==> config.mk <==
export PLATFORM = sky130hd
export DESIGN_NAME = csi2_raw10_unpacker_flat
export DESIGN_NICKNAME = d
export VERILOG_FILES = /design/src/rtl/csi2_raw10_unpacker_if.sv /design/src/rtl/csi2_raw10_unpacker.sv /design/src/flat_wrapper.sv
export SDC_FILE = /design/constraint.sdc
export NUM_CORES = 1
export LEC_CHECK = 0
export CAP_MARGIN = 0
export CORE_ASPECT_RATIO = 1.4
export CORE_UTILIZATION = 41
export CTS_CLUSTER_SIZE = 24
export DETAILED_ROUTE_END_ITERATION = 12
export SETUP_SLACK_MARGIN = 0.1
export SKIP_CTS_REPAIR_TIMING = 1
export SYNTH_ARGS = -nofsm -noshare
export SYNTH_HDL_FRONTEND = slang
export SYNTH_SLANG_ARGS = --single-unit
==> constraint.sdc <==
create_clock -name clk_i -period 4.65 [get_ports clk_i]
set_clock_uncertainty 0.15 [all_clocks]
set_input_delay 0.93 -clock clk_i [delete_from_list [all_inputs] [get_ports clk_i]]
set_output_delay 0.93 -clock clk_i [all_outputs]
set_load 0.01 [all_outputs]
==> src/rtl/csi2_raw10_unpacker_if.sv <==
// Bundle of the packet-handler-facing inputs and the pixel-beat outputs of
// the RAW10 unpacker. master = upstream / stimulus side, slave = unpacker.
interface csi2_raw10_unpacker_if;
  logic        short_pkt_valid_i;
  logic [5:0]  short_pkt_data_type_i;
  logic        long_pkt_header_valid_i;
  logic [5:0]  long_pkt_data_type_i;
  logic [15:0] long_pkt_word_cnt_i;
  logic [31:0] long_pkt_payload_i;
  logic        long_pkt_payload_valid_i;
  logic [3:0]  long_pkt_payload_be_i;
  logic [39:0] pix_o;
  logic        pix_valid_o;
  logic        pix_sof_o;
  logic        pix_eol_o;
  logic        fmt_err_o;

  modport master (
    output short_pkt_valid_i, short_pkt_data_type_i,
    output long_pkt_header_valid_i, long_pkt_data_type_i, long_pkt_word_cnt_i,
    output long_pkt_payload_i, long_pkt_payload_valid_i, long_pkt_payload_be_i,
    input  pix_o, pix_valid_o, pix_sof_o, pix_eol_o, fmt_err_o
  );

  modport slave (
    input  short_pkt_valid_i, short_pkt_data_type_i,
    input  long_pkt_header_valid_i, long_pkt_data_type_i, long_pkt_word_cnt_i,
    input  long_pkt_payload_i, long_pkt_payload_valid_i, long_pkt_payload_be_i,
    output pix_o, pix_valid_o, pix_sof_o, pix_eol_o, fmt_err_o
  );
endinterface

==> src/rtl/csi2_raw10_unpacker.sv <==
// CSI-2 RAW10 unpacker: turns 5-byte groups of a RAW10 long-packet payload
// into beats of four 10-bit pixels, tagging start-of-frame and end-of-line.
// At most 8 bytes are ever held (4 residual + 4 new), so no backpressure.
module csi2_raw10_unpacker #(
  parameter logic [5:0] RAW10_DT = 6'h2B,
  parameter logic [5:0] FS_DT    = 6'h00
) (
  input  logic                  clk_i,
  input  logic                  rst_n_i,
  csi2_raw10_unpacker_if.slave  bus
);

  typedef enum logic {
    IDLE,
    LINE
  } state_t;

  state_t      state;
  logic [7:0]  byte_buf [8];
  logic [3:0]  buf_cnt;
  logic [15:0] bytes_left;
  logic        sof_pending;

  logic [39:0] pix_q;
  logic        pix_valid_q;
  logic        pix_sof_q;
  logic        pix_eol_q;
  logic        fmt_err_q;

  logic        fs_hit;
  logic        sof_now;
  logic        is_raw10;
  logic        wc_ok;
  logic [2:0]  be_cnt;
  logic        be_legal;
  logic [2:0]  take_n;
  logic [7:0]  merged [8];
  logic [3:0]  pos;
  logic [3:0]  fill;
  logic        emit;
  logic [15:0] left_next;
  logic [39:0] pix_next;

  assign bus.pix_o       = pix_q;
  assign bus.pix_valid_o = pix_valid_q;
  assign bus.pix_sof_o   = pix_sof_q;
  assign bus.pix_eol_o   = pix_eol_q;
  assign bus.fmt_err_o   = fmt_err_q;

  // A Frame Start arriving together with the completing word still tags that beat.
  assign fs_hit   = bus.short_pkt_valid_i && (bus.short_pkt_data_type_i == FS_DT);
  assign sof_now  = sof_pending | fs_hit;
  assign is_raw10 = (bus.long_pkt_data_type_i == RAW10_DT);
  assign wc_ok    = (bus.long_pkt_word_cnt_i != 16'd0) &&
                    ((bus.long_pkt_word_cnt_i % 16'd5) == 16'd0);

  // Decode byte enables: only LSB-contiguous patterns are legal.
  always_comb begin
    be_cnt   = 3'd0;
    be_legal = 1'b1;
    case (bus.long_pkt_payload_be_i)
      4'b0000: be_cnt = 3'd0;
      4'b0001: be_cnt = 3'd1;
      4'b0011: be_cnt = 3'd2;
      4'b0111: be_cnt = 3'd3;
      4'b1111: be_cnt = 3'd4;
      default: be_legal = 1'b0;
    endcase
  end

  // Clamp the accepted byte count to what remains of the line.
  always_comb begin
    if ({13'd0, be_cnt} > bytes_left) take_n = bytes_left[2:0];
    else                              take_n = be_cnt;
  end

  // Append the accepted bytes behind the residual ones.
  always_comb begin
    merged = byte_buf;
    pos    = 4'd0;
    for (int unsigned i = 0; i < 4; i++) begin
      pos = buf_cnt + 4'(i);
      if ((3'(i) < take_n) && (pos < 4'd8))
        merged[pos[2:0]] = bus.long_pkt_payload_i[8*i +: 8];
    end
  end

  assign fill      = buf_cnt + {1'b0, take_n};
  assign emit      = (fill >= 4'd5);
  assign left_next = bytes_left - {13'd0, take_n};

  // Byte 4 of each group carries the two LSBs of all four pixels.
  assign pix_next = {merged[3], merged[4][7:6],
                     merged[2], merged[4][5:4],
                     merged[1], merged[4][3:2],
                     merged[0], merged[4][1:0]};

  // Line FSM, byte buffer and registered beat outputs.
  always_ff @(posedge clk_i or negedge rst_n_i) begin
    if (!rst_n_i) begin
      state       <= IDLE;
      byte_buf    <= '{default: '0};
      buf_cnt     <= '0;
      bytes_left  <= '0;
      sof_pending <= 1'b0;
      pix_q       <= '0;
      pix_valid_q <= 1'b0;
      pix_sof_q   <= 1'b0;
      pix_eol_q   <= 1'b0;
      fmt_err_q   <= 1'b0;
    end else begin
      pix_valid_q <= 1'b0;
      pix_sof_q   <= 1'b0;
      pix_eol_q   <= 1'b0;
      fmt_err_q   <= 1'b0;
      if (fs_hit) sof_pending <= 1'b1;

      if (bus.long_pkt_header_valid_i) begin
        // Header wins over any payload in the same cycle; an unfinished line is aborted.
        if ((state == LINE) && (bytes_left != 16'd0)) fmt_err_q <= 1'b1;
        buf_cnt <= '0;
        if (is_raw10 && wc_ok) begin
          bytes_left <= bus.long_pkt_word_cnt_i;
          state      <= LINE;
        end else begin
          if (is_raw10) fmt_err_q <= 1'b1;
          bytes_left <= '0;
          state      <= IDLE;
        end
      end else if (bus.long_pkt_payload_valid_i && (state == LINE)) begin
        if (!be_legal) begin
          fmt_err_q  <= 1'b1;
          buf_cnt    <= '0;
          bytes_left <= '0;
          state      <= IDLE;
        end else begin
          bytes_left <= left_next;
          if (emit) begin
            pix_q       <= pix_next;
            pix_valid_q <= 1'b1;
            pix_sof_q   <= sof_now;
            pix_eol_q   <= (left_next == 16'd0);
            sof_pending <= 1'b0;
            byte_buf[0] <= merged[5];
            byte_buf[1] <= merged[6];
            byte_buf[2] <= merged[7];
            buf_cnt     <= fill - 4'd5;
            // Word counts are multiples of 5, so the line always ends on a beat.
            if (left_next == 16'd0) state <= IDLE;
          end else begin
            byte_buf <= merged;
            buf_cnt  <= fill;
          end
        end
      end
    end
  end

endmodule

==> src/flat_wrapper.sv <==
// flat-port wrapper written by rule: the top's interface ports become plain ports
module csi2_raw10_unpacker_flat 
#(
  parameter logic [5:0] RAW10_DT = 6'h2B,
  parameter logic [5:0] FS_DT    = 6'h00
)
  (clk_i, rst_n_i, bus_short_pkt_valid_i, bus_short_pkt_data_type_i, bus_long_pkt_header_valid_i, bus_long_pkt_data_type_i, bus_long_pkt_word_cnt_i, bus_long_pkt_payload_i, bus_long_pkt_payload_valid_i, bus_long_pkt_payload_be_i, bus_pix_o, bus_pix_valid_o, bus_pix_sof_o, bus_pix_eol_o, bus_fmt_err_o);
  csi2_raw10_unpacker_if bus_i ();
  input  logic clk_i;
  input  logic rst_n_i;
  input wire logic [$bits(bus_i.short_pkt_valid_i)-1:0] bus_short_pkt_valid_i;
  input wire logic [$bits(bus_i.short_pkt_data_type_i)-1:0] bus_short_pkt_data_type_i;
  input wire logic [$bits(bus_i.long_pkt_header_valid_i)-1:0] bus_long_pkt_header_valid_i;
  input wire logic [$bits(bus_i.long_pkt_data_type_i)-1:0] bus_long_pkt_data_type_i;
  input wire logic [$bits(bus_i.long_pkt_word_cnt_i)-1:0] bus_long_pkt_word_cnt_i;
  input wire logic [$bits(bus_i.long_pkt_payload_i)-1:0] bus_long_pkt_payload_i;
  input wire logic [$bits(bus_i.long_pkt_payload_valid_i)-1:0] bus_long_pkt_payload_valid_i;
  input wire logic [$bits(bus_i.long_pkt_payload_be_i)-1:0] bus_long_pkt_payload_be_i;
  output wire logic [$bits(bus_i.pix_o)-1:0] bus_pix_o;
  output wire logic [$bits(bus_i.pix_valid_o)-1:0] bus_pix_valid_o;
  output wire logic [$bits(bus_i.pix_sof_o)-1:0] bus_pix_sof_o;
  output wire logic [$bits(bus_i.pix_eol_o)-1:0] bus_pix_eol_o;
  output wire logic [$bits(bus_i.fmt_err_o)-1:0] bus_fmt_err_o;
  assign bus_i.short_pkt_valid_i = bus_short_pkt_valid_i;
  assign bus_i.short_pkt_data_type_i = bus_short_pkt_data_type_i;
  assign bus_i.long_pkt_header_valid_i = bus_long_pkt_header_valid_i;
  assign bus_i.long_pkt_data_type_i = bus_long_pkt_data_type_i;
  assign bus_i.long_pkt_word_cnt_i = bus_long_pkt_word_cnt_i;
  assign bus_i.long_pkt_payload_i = bus_long_pkt_payload_i;
  assign bus_i.long_pkt_payload_valid_i = bus_long_pkt_payload_valid_i;
  assign bus_i.long_pkt_payload_be_i = bus_long_pkt_payload_be_i;
  assign bus_pix_o = bus_i.pix_o;
  assign bus_pix_valid_o = bus_i.pix_valid_o;
  assign bus_pix_sof_o = bus_i.pix_sof_o;
  assign bus_pix_eol_o = bus_i.pix_eol_o;
  assign bus_fmt_err_o = bus_i.fmt_err_o;
  csi2_raw10_unpacker #(.RAW10_DT(RAW10_DT), .FS_DT(FS_DT)) u_core (.clk_i(clk_i), .rst_n_i(rst_n_i), .bus(bus_i));
endmodule
==> run_results.csv <==
group,metric,value,unit
outcome,status,"finished with violations",
outcome,violations,"negative setup slack",
layout,antennaDiodeCount,0,
global_routing,grt_pass1_wl,58000,µm
power_and_ir_drop,p_seq_frac,0.292,
sta,final_period_minus_worst_setup_slack,6.10,ns
sta,fmax,0.164,GHz
clock_tree,root_buffer,"clkbuf_16",
die,start_util,0.418,
yosys,syn_area,10600,µm²
clock_tree,cts_buffers,17,
setup_path,cp.required,4.87,ns
setup_path,critPathKind,"input pin to flop",
setup_path,cp.arrival,6.32,ns
power_and_ir_drop,pwr_density_cell,263,nW/µm²
die,ioPinCount,113,
yosys,synth-seq-cells,130,
sta,timing.final.crit_share,1.31,
die,rows,69,
clock_tree,clkSinkCount,130,
layout,area_growth,42.6,%
setup_path,start_kind,"input pin",
power_and_ir_drop,leakage,7.44,nW
route,drc,0,
yosys,syn_inst,1334,
yosys,synth_seq_area_share,0.306,
worst_hold_path,hp-class,"flop to flop",
die,core-area,25400,µm²
sta,setup_violations,18,
power_and_ir_drop,sw_frac_of_total,0.318,
power_and_ir_drop,p_total,3.98,mW
setup_path,cp-end-kind,"flop",
clock_tree,clock_latency,0.43,ns
global_routing,grt_pass1_vias,10900,
route,routedWlPerCell,19.7,µm
yosys,synthFlopType,"dfrtp_1",
power_and_ir_drop,power_switching,1.27,mW
route,drtIter0Drc,636,
power_and_ir_drop,p_int,2.71,mW
global_routing,overflow,0,
layout,drive_above_1_share,0.270,
layout,nNetsFinal,1675,
clock_tree,clkTransAtPathRegs,0.06,ns
yosys,synth_async_sr_flop_share,1.00,
route,dr.pass1.iters,5,
clock_tree,clock_path_buffers,2,
yosys,syn_avg_cell_area,7.96,µm²
global_routing,antenna_found_initial,0,
global_routing,grt_max_degree,97,
die,die_height,192,µm
sta,worst_pin_slew,1.02,ns
power_and_ir_drop,ir_drop,0.274,mV
placed_design,numPortBuffers,112,
power_and_ir_drop,combPwrFrac,0.366,
route,vias_per_cell,5.79,
clock_tree,htreeDepth,4,
sta,setup_ws,-1.45,ns
yosys,syn_nets,1420,
route,wirelength,37800,µm
yosys,ys_types,88,
yosys,synth_edf_count,0,
clock_tree,cts_tree,"yes",
layout,utilization,0.597,
sta,slew_viol_final,0,
die,dieArea,26600,µm²
global_routing,grt.total_usage,0.278,
sta,maxSlewHeadroom,0.320,
power_and_ir_drop,p_clk_frac,0.342,
die,dieWidth,138,µm
run,max_cap_viol_count,0,
setup_path,cp_max_fo,7,
route,ant_nets,0,
route,vias,11100,
sta,grt_setup_unrepaired,"true",
sta,finalHoldViolCount,0,
yosys,ys_warn_count,0,
placed_design,dp_hpwl,26400,µm
placed_design,place_congestion,0.928,
-- cell type report --
class                           instances  area (µm²)
Clock inverter                         10         135
Tap cell                              319         399
Sequential cell                       130        3250
Timing Repair Buffer                  344        3230
Fill cell                            2324       10200
Multi-Input combinational cell       1070        7570
Inverter                               26        98.8
Clock buffer                           21         450
-- cell usage in the layout (no fill, tap or decap), types with 8 or more instances in the layout --
| cell | n |
|---|---|
| clkdlybuf4s50_1 | 101 |
| o22ai_1 | 8 |
| clkbuf_16 | 21 |
| nor3_1 | 23 |
| a21o_1 | 8 |
| a21oi_1 | 52 |
| ha_1 | 9 |
| inv_1 | 20 |
| mux2_2 | 8 |
| and3_1 | 8 |
| a41o_1 | 14 |
| o211ai_1 | 10 |
| mux2i_1 | 130 |
| xor2_1 | 10 |
| nand3_1 | 17 |
| nand2_1 | 268 |
| xnor2_1 | 9 |
| nor2b_1 | 8 |
| o21ai_0 | 123 |
| buf_12 | 22 |
| a211oi_1 | 22 |
| buf_4 | 201 |
| dfrtp_1 | 130 |
| nor2_1 | 76 |
| o21ai_1 | 24 |
| mux2_4 | 40 |
-- cells by family (layout without fill, tap and decap cells) --
logic type,Yosys count,in the layout,synth area share
compound gates,353,353,0.216
simple gates,498,498,0.213
xor+xnor,22,22,0.0181
flops,130,130,0.306
mux,180,180,0.175
buf+inv,134,401,0.0497
fa+ha+maj,17,17,0.0214
-- cell usage after synthesis (all sizes together) (4+ instances only) --
master  instances  area share
o22ai           8      0.0047
a21o            8      0.0057
inv            23      0.0081
a22oi           6      0.0042
and3           14      0.0082
or4             5      0.0039
nand2b         11      0.0065
ha             15       0.018
nor2b          12      0.0071
a41o           14       0.013
nand2         271       0.096
a21oi          60       0.028
o31ai           5      0.0035
nor4bb          4      0.0038
dfrtp         130        0.31
a221oi          4      0.0051
nand3          20      0.0094
a31oi           9      0.0053
mux2           48       0.051
nand4           7      0.0041
xnor2          12      0.0099
nor3           25       0.012
buf            38       0.016
nor2           82       0.029
and2            8      0.0047
o41ai           5      0.0059
a211oi         26       0.019
or3             5      0.0029
a31o            5      0.0041
clkbuf         70       0.025
mux2i         132        0.12
xor2           10      0.0082
o21ai         152       0.072
o211ai         11      0.0082
o221ai          4      0.0039
nor4           11      0.0071
-- metal layers --
layer  vias up  part of all wire  global-route usage
met5         -                 0                   0
met4         0             0.045               0.144
met3        98             0.048              0.0407
met2       395              0.52               0.520
met1      5316              0.38               0.304
li1       5314                 -                   -
-- power by group through the flow --
stage | logic (mW) | clock network, mW | registers, mW
2_1_floorplan | 0.689 | 0 | 1.18
3_3_place_gp | 1.26 | 0 | 1.18
3_5_place_dp | 1.27 | 0 | 1.18
4_1_cts | 1.28 | 1.39 | 1.16
5_1_grt | 1.57 | 1.42 | 1.16
6_report | 1.46 | 1.36 | 1.16
-- final timing paths --
check                                            start                    to  slack [ns]  depth (start not counted)
max                        bus_long_pkt_word_cnt_i[13]          u_core.state       -1.45                         24
max reg2reg                       u_core.bytes_left[5]          u_core.state        0.15                         17
max in group asynchronous                      rst_n_i  u_core.bus.pix_o[16]        3.06                          2
min in group asynchronous                      rst_n_i  u_core.bus.pix_sof_o        0.46                          1
min                                u_core.bus.pix_o[5]   u_core.bus.pix_o[5]        0.32                          2
min reg2reg                        u_core.bus.pix_o[5]   u_core.bus.pix_o[5]        0.32                          2
-- per-stage QoR --
stage               setup slack [ns]  setup TNS, ns  hold WS (ns)  std cells  instance area, µm²
floorplan                      -1.59         -26.96         0.300       1334               11000
detailed placement             -2.55        -114.12         0.311       1868               13800
global route                   -1.68         -29.59         0.333       1920               15100
finish                         -1.45         -25.39         0.318       1920               15100
CTS                            -2.11         -56.19         0.325       1899               14400
global placement               -2.41        -105.11         0.307       1868               13800
-- critical path, cell delays in order --
cell and delay, ns:
buf_4 0.14, nor2b_4 0.13, a221o_1 0.35, or4_4 0.55, a221oi_4 0.32, a21oi_2 0.08
and3_4 0.17, or4b_4 0.50, o211ai_4 0.18, nor4_4 0.09, buf_4 0.16, a311o_2 0.34
nor2_4 0.12, xnor2_2 0.08, a221oi_4 0.32, ha_4 0.21, o31ai_4 0.06, nor4_2 0.31
o311ai_2 0.13, a221oi_2 0.28, mux2i_2 0.30, and3_4 0.26, clkbuf_16 0.15, a32o_1 0.16
-- state kept, by name (all words and copies together), names as in the netlist, 4 cells and up --
register and flops:
u_core.buf_cnt 4, u_core.bytes_left 16, u_core.byte_buf 64, u_core.bus.pix_o 40
Power figures use the tool's default switching activity.
